### src/rtl/mask_decompose.sv
// rtl/mask_decompose.sv - serial one-hot decomposer of a 32-bit mask with valid/ready handshakes
// Optional build macro MASK_DECOMPOSE_MSB_FIRST_EN selects descending (MSB-first) emission order.
module mask_decompose #(
    parameter int WIDTH = 32,
    parameter int IDXW  = 5
) (
    input  logic             clock,
    input  logic             reset_n,
    input  logic             in_valid,
    output logic             in_ready,
    input  logic [WIDTH-1:0] in_mask,
    output logic             out_valid,
    input  logic             out_ready,
    output logic [WIDTH-1:0] out_bit,
    output logic [IDXW-1:0]  out_index,
    output logic             out_last,
    output logic [IDXW:0]    out_total,
    output logic             zero_pulse
);

    typedef enum logic {
        IDLE = 1'b0,
        EMIT = 1'b1
    } state_t;

    state_t           state_q, state_d;
    logic [WIDTH-1:0] residual_q, residual_d;
    logic [IDXW:0]    total_q, total_d;
    logic             zero_q, zero_d;

    logic [WIDTH-1:0] pick_bit;
    logic [IDXW-1:0]  pick_idx;
    logic [IDXW:0]    in_popcount;
    logic             single_bit;

    // residual_q is zero whenever the FSM is idle, so the beat outputs read as zero there.
    always_comb begin
        pick_bit = '0;
        pick_idx = '0;
`ifdef MASK_DECOMPOSE_MSB_FIRST_EN
        for (int i = 0; i < WIDTH; i++) begin
            if (residual_q[i]) pick_idx = IDXW'(i);
        end
        pick_bit = (residual_q == '0) ? '0 : (WIDTH'(1) << pick_idx);
`else
        pick_bit = residual_q & (~residual_q + WIDTH'(1));
        for (int i = WIDTH - 1; i >= 0; i--) begin
            if (residual_q[i]) pick_idx = IDXW'(i);
        end
`endif
    end

    always_comb begin
        in_popcount = '0;
        for (int i = 0; i < WIDTH; i++) begin
            in_popcount = in_popcount + (IDXW+1)'(in_mask[i]);
        end
    end

    assign single_bit = (residual_q != '0) &&
                        ((residual_q & (residual_q - WIDTH'(1))) == '0);

    always_comb begin
        state_d    = state_q;
        residual_d = residual_q;
        total_d    = total_q;
        zero_d     = 1'b0;
        in_ready   = 1'b0;
        out_valid  = 1'b0;
        unique case (state_q)
            IDLE: begin
                in_ready = 1'b1;
                if (in_valid) begin
                    residual_d = in_mask;
                    total_d    = in_popcount;
                    zero_d     = (in_mask == '0);
                    state_d    = (in_mask == '0) ? IDLE : EMIT;
                end
            end
            EMIT: begin
                out_valid = 1'b1;
                if (out_ready) begin
                    residual_d = residual_q & ~pick_bit;
                    if (single_bit) begin
                        residual_d = '0;
                        state_d    = IDLE;
                    end
                end
            end
            default: state_d = IDLE;
        endcase
    end

    always_ff @(posedge clock or negedge reset_n) begin
        if (!reset_n) begin
            state_q    <= IDLE;
            residual_q <= '0;
            total_q    <= '0;
            zero_q     <= 1'b0;
        end else begin
            state_q    <= state_d;
            residual_q <= residual_d;
            total_q    <= total_d;
            zero_q     <= zero_d;
        end
    end

    assign out_bit    = pick_bit;
    assign out_index  = pick_idx;
    assign out_last   = single_bit;
    assign out_total  = total_q;
    assign zero_pulse = zero_q;

endmodule

### config.mk
export PLATFORM = sky130hd
export DESIGN_NAME = mask_decompose
export DESIGN_NICKNAME = d
export VERILOG_FILES = /design/src/rtl/mask_decompose.sv
export SDC_FILE = /design/constraint.sdc
export NUM_CORES = 1
export LEC_CHECK = 0
export ABC_CLOCK_PERIOD_IN_PS = 6120
export BUFFER_PORTS_ARGS = -buffer_cell sky130_fd_sc_hd__buf_2
export CORE_ASPECT_RATIO = 0.5
export CORE_UTILIZATION = 55
export DETAILED_ROUTE_END_ITERATION = 6
export GPL_TIMING_DRIVEN = 0
export PLACE_DENSITY = 0.84
export SKIP_CTS_REPAIR_TIMING = 1
export SYNTH_ARGS = -nofsm -noshare
export SYNTH_HDL_FRONTEND = slang
export SYNTH_SLANG_ARGS = --single-unit
### constraint.sdc
create_clock -name clock -period 6.12 [get_ports clock]
set_clock_uncertainty 0.1 [all_clocks]
set_input_delay 1.224 -clock clock [delete_from_list [all_inputs] [get_ports clock]]
set_output_delay 1.224 -clock clock [all_outputs]
set_load 0.05 [all_outputs]
; ---- After elaboration in Yosys (flattened, before gate mapping)
; Cells that the tools add are included.
[totals]
reg_bits = 40
in_bits = 36
output_inout_bits = 47
elab_cells = 96
[op_classes]
addsub = 33
eq_ne = 2
n_mux = 45
bitwise_logic = 6
n_reduce_logical = 6
[op_table]
columns = operator, n
row1 = 2-to-1 mux 5 bit, 32
row2 = adder 6 x 1 -> 6 bit, 26
row3 = bitwise AND 32 bit, 3
row4 = 2-to-1 mux 32 bit, 3
row5 = logical NOT 32 bit, 2
row6 = NOT 32 bit, 2
row7 = case mux 32 bit (2 select lines), 1
row8 = adder 32 x 1 -> 32 bit (second input constant), 1
row9 = nonzero test 32 bit, 1
row10 = subtractor 32 x 1 -> 32 bit (second input constant), 1
row11 = 2-to-1 mux 1 bit, 8
row12 = adder 5 x 1 -> 6 bit, 1
row13 = adder 4 x 1 -> 5 bit, 1
row14 = adder 3 x 1 -> 4 bit, 1
row15 = inequality test 2 bit (second input constant), 2
row16 = AND reduction 2 bit, 2
row17 = adder 2 x 1 -> 3 bit, 1
row18 = adder 1 x 1 -> 2 bit, 1
row19 = case mux 1 bit (2 select lines), 1
row20 = logical AND 1 bit, 1
row21 = NOT 1 bit, 1

; ---- Longest topological paths before layout
[logic_depth]
depth_word = 32
ltp_mapped = 18
mapped_depth_nobuf = 18

; ---- Worst setup path before layout
; OpenSTA, ideal clock, no wires.
[synth_path]
kind = input to register
start = in in_mask[17]
end = reg total_q[4] (netlist: out_total[4])
setup_ns = 0.083
t_arrival_ns = 5.314
t_required_ns = 5.937
path_slack_ns = 0.623
path_stages = 18
n_path_buf = 0
path_cell_list = fa_1 inv_1 fa_1 inv_1 fa_1 inv_1 fa_1 fa_1 fa_1 inv_1 ha_1 inv_1 fa_1 inv_1 a21o_1 a21oi_1 xor2_1 o21ai_0
[synth_between]
elab_chain_cells = 15
[synth_rtl]
columns = element, line
row1 = "start, declared", 11  ; input logic [WIDTH-1:0] in_mask,
row2 = adder 6 x 1 -> 6 bit (15 in a row), 56  ; in_popcount = in_popcount + (IDXW+1)'(in_mask[i]);
row3 = "end signal, assigned", 103  ; total_q <= total_d;
row4 = "end, declared", 28  ; logic [IDXW:0] total_q, total_d;
; No other way between the ends.
; A chain may end at the register's enable or synchronous reset.

; ---- Final worst setup path
; Same ends and word-level chain as after synthesis.

==> run summary <==
The run finished with clean final reports. The critical path capture point is out_total[4]. Setup repair after global routing left no endpoint under its margin. The total number of cells along the worst setup path is 19. The HPWL reported at the end of detailed placement is 9120 um. The maximum number of pins on one net before global-route repair came out at 41.

The total congestion overflow is 0. No sink is reached through more buffers than the 2 on the longest clock path. The peak fanout along the critical path came out at 3.

The die outline area is 7020 um2. The later pin in the worst-skew pair is clocked with a latency of 0.29 ns. The nature of the critical path startpoint is an input pin. After clock tree synthesis, the clock-pin slew on the worst setup and hold paths is 0.06 ns. The data arrival time of the critical path came out at 5.78 ns. The endpoint type of the worst setup path is a flip-flop.

The worst min-delay path class is reg2reg. The final layout contains routed wiring with a total length of 11,900 um. Setup total negative slack on the finished layout was measured at 0 ns.

Traced cell by cell, the critical path runs through buf_2 -> fa_1 -> inv_1 -> fa_1 -> inv_1 -> fa_1 -> inv_1 -> fa_1 -> fa_1 -> fa_1 -> inv_1 -> ha_1 -> inv_1 -> fa_1 -> inv_1 -> a21o_1 -> a21oi_1 -> xor2_1 -> o21ai_0. The critical path buffer and inverter count came out at 7. The area of the core is 6260 um2. Among the stages of the critical path, the cell type that occurs most often is fa_1. The portion of the clock cycle consumed by the worst path in the final layout is 92.8%.

The number of global-route vias before repair is 3,423. The clock drives 40 sinks. Dividing the synthesized area by the synthesized cell count gives 8.16 um2. The analysis attributes to cell leakage a power of 2.18 nW.

The wire length per cell is 18.9 um. The antenna diode count is 0. TritonCTS built the clock tree.

The number of top-level design ports is 83. The effective utilization at floorplan is 58.7%. The total clock buffers created by CTS came out at 5. The worst reg2reg path depth came out at 9.

After the first detailed-routing iteration, the DRC count stood at 559. The worst pin sits at a relative slew slack of 36.1%. The maximum achievable frequency is 176 MHz. The number of search-and-repair iterations in the first detailed-routing pass came out at 6.

The first-pass GRT wire length came out at 18,700 um. The final layout net count came out at 607. The post-detailed-route DRC marker count came out at 0. The count of maximum capacitance violations came out at 0.

Global routing consumed, over all layers together, 35.7% of the routing resources. The design draws 2.72 mW. The synthesized design contains 40 register bits. The Yosys step of the flow raised 0 warnings. The post-route netlist has 19.8% of its cells at a drive strength greater than 1.

The worst register-to-register path begins at residual_q[6]. CTS built an H-tree with a depth of 2. Dividing the detail-routed via count by the number of cells gives 6.19.

Tracing the worst setup path back leads to its startpoint at in_mask[17]. After filler insertion, the fill cell instance count of the layout stands at 532. The number of buffers inserted by port buffering is 82.

The fraction of the core area covered by cells at the end of the flow is 69.3%. The tree is rooted in a clkbuf_16. The share of flip-flops with an asynchronous set or reset after synthesis is 100%. The congestion estimate from routability-driven global placement came to 0.997. From bottom edge to top edge, the die measures 59.8 um. Across all register-to-register paths, the minimum setup slack is 2.77 ns. The critical path is of the in2reg type. The worst-case IR drop observed on VDD is 0.000664 V. The sequential fraction of the synthesis area is 27.3%. The total power density per cell area came out at 627 nW/um2.

Synthesis produced 450 cells. The overall via count from detail_route is 3,890. The final count of hold timing violations came out at 0. The number of rows in the core area is 20. Setup violations remaining at the end of the flow were counted as 0. The shortest clock period the worst path allows after layout came out at 5.68 ns. The final worst hold slack came out at 0.371 ns. The number of antenna violations at the first check in global routing came to 1. The number of max-slew violations in the final report came to 0. The count of flip-flops with a built-in enable after synthesis is 0. The data required time at the worst endpoint came out at 6.22 ns. Grouping stages by cell kind, the critical path spends the most delay in adder cells.

The library cell contributing the largest single delay on the critical path is fa_1. The leading register cell type out of synthesis is dfrtp_1. The area growth from synthesis to layout is 18.1%. The peak per-stage delay on the critical path came out at 0.55 ns.

The endpoint identified for the worst register-to-register timing path is state_q. The synthesized net count came out at 518. The netlist uses 53 different library cells.

The die width is 118 um. The measured slew at the worst slew-check pin is 0.959 ns. The remaining number of nets flagged by the antenna check after routing came out at 0. The synthesized netlist occupies a cell area of 3670 um2.
==> how the worst min path moves through the flow <==
stage	startpoint	to	slack (ns)	cells after the start
6_report	out_total[0]	out_total[0]	0.37	2
5_1_grt	out_total[4]	out_total[4]	0.40	2
4_1_cts	out_total[0]	out_total[0]	0.37	2
3_5_place_dp	out_total[0]	out_total[0]	0.36	2
3_3_place_gp	out_total[0]	out_total[0]	0.36	2
2_1_floorplan	residual_q[21]	residual_q[21]	0.43	1
==> synth_stat cells, types with 3 or more instances <==
cell type / instances / area (um2)
ha_1: 8 / 100
o41ai_1: 4 / 35.0
nor3_1: 18 / 90.1
xor2_1: 3 / 26.3
nor2b_1: 4 / 25.0
clkbuf_1: 22 / 82.6
and2_1: 11 / 68.8
nor4_4: 4 / 85.1
nor2_1: 35 / 131
a22oi_1: 18 / 135
nor4_1: 15 / 93.8
o31ai_1: 7 / 52.6
nand2_1: 41 / 154
dfrtp_1: 40 / 1000
a22o_1: 4 / 35.0
a21oi_1: 15 / 75.1
inv_1: 58 / 218
o21ai_0: 37 / 185
and3_1: 9 / 56.3
nand3_1: 11 / 55.1
a31oi_1: 5 / 31.3
o211ai_1: 3 / 22.5
o21bai_1: 3 / 22.5
buf_2: 3 / 15.0
fa_1: 24 / 480
a21boi_0: 3 / 22.5
nand4_1: 8 / 50.1
==> layout make-up <==
| class | instances | area (um2) | area share [%] |
|---|---|---|---|
| clock inverters | 3 | 18.8 | 0.433 |
| inverters | 59 | 221 | 5.11 |
| clock buffers | 5 | 125 | 2.89 |
| flip-flops and latches | 40 | 1000 | 23.1 |
| plain buffers | 29 | 135 | 3.12 |
| well taps | 88 | 110 | 2.54 |
| multi-input cells | 322 | 2310 | 53.3 |
| repair buffers | 82 | 410 | 9.47 |
==> cell families after synthesis <==
kind of cell	synth area share (%)
compound gates	20.6
xor+xnor	0.716
flops	27.3
buf+inv	9.72
mux	0.546
fa+ha+maj	16.1
simple gates	25.1
==> layer usage <==
metal  global-route usage [%]  vias to the layer above  wire length [um]
met2                     53.0                      270              5000
met4                     7.51                        4               149
li1                         -                     1762                 -
met1                     50.7                     1830              5050
met3                     11.4                       24              1610
met5                     5.56                        -                59
==> sequential cells by signal, summed over array words and instances, names as in the netlist <==
signal / cells
state_q: 1
residual_q: 32
zero_pulse: 1
out_total: 6
==> worst reg2reg max path, cell delays in order (launching register included) <==
cell and delay (ns):
dfrtp_1 0.35, buf_2 0.18, nor4_4 0.54, nand3_2 0.23
buf_2 0.24, o41ai_1 0.50, nand4_1 0.14, or4_1 0.51
nor4_2 0.27, a31oi_1 0.14
==> cells in the final DEF (no fill, tap or decap), types with 15 or more instances in the layout <==
cell      count
a21oi_1      15
a22oi_1      18
buf_2        85
clkbuf_1     22
dfrtp_1      40
fa_1         24
inv_1        58
nand2_1      41
nor2_1       35
nor3_1       18
nor4_1       15
o21ai_0      37
==> through the flow <==
step / cells / cell area, um2 / setup WS, ns
finish: 628 / 4330 / 0.441
detailed placement: 620 / 4190 / 0.237
CTS: 628 / 4330 / 0.475
global placement: 620 / 4190 / 0.276
global route: 628 / 4330 / 0.334
floorplan: 450 / 3670 / 0.623
==> where the power goes <==
part	internal [mW]	switching (mW)
sequential	0.330	0.0695
combinational	0.665	1.39
clock	0.151	0.115
Note: power is estimated with default switching activity, not from simulation.
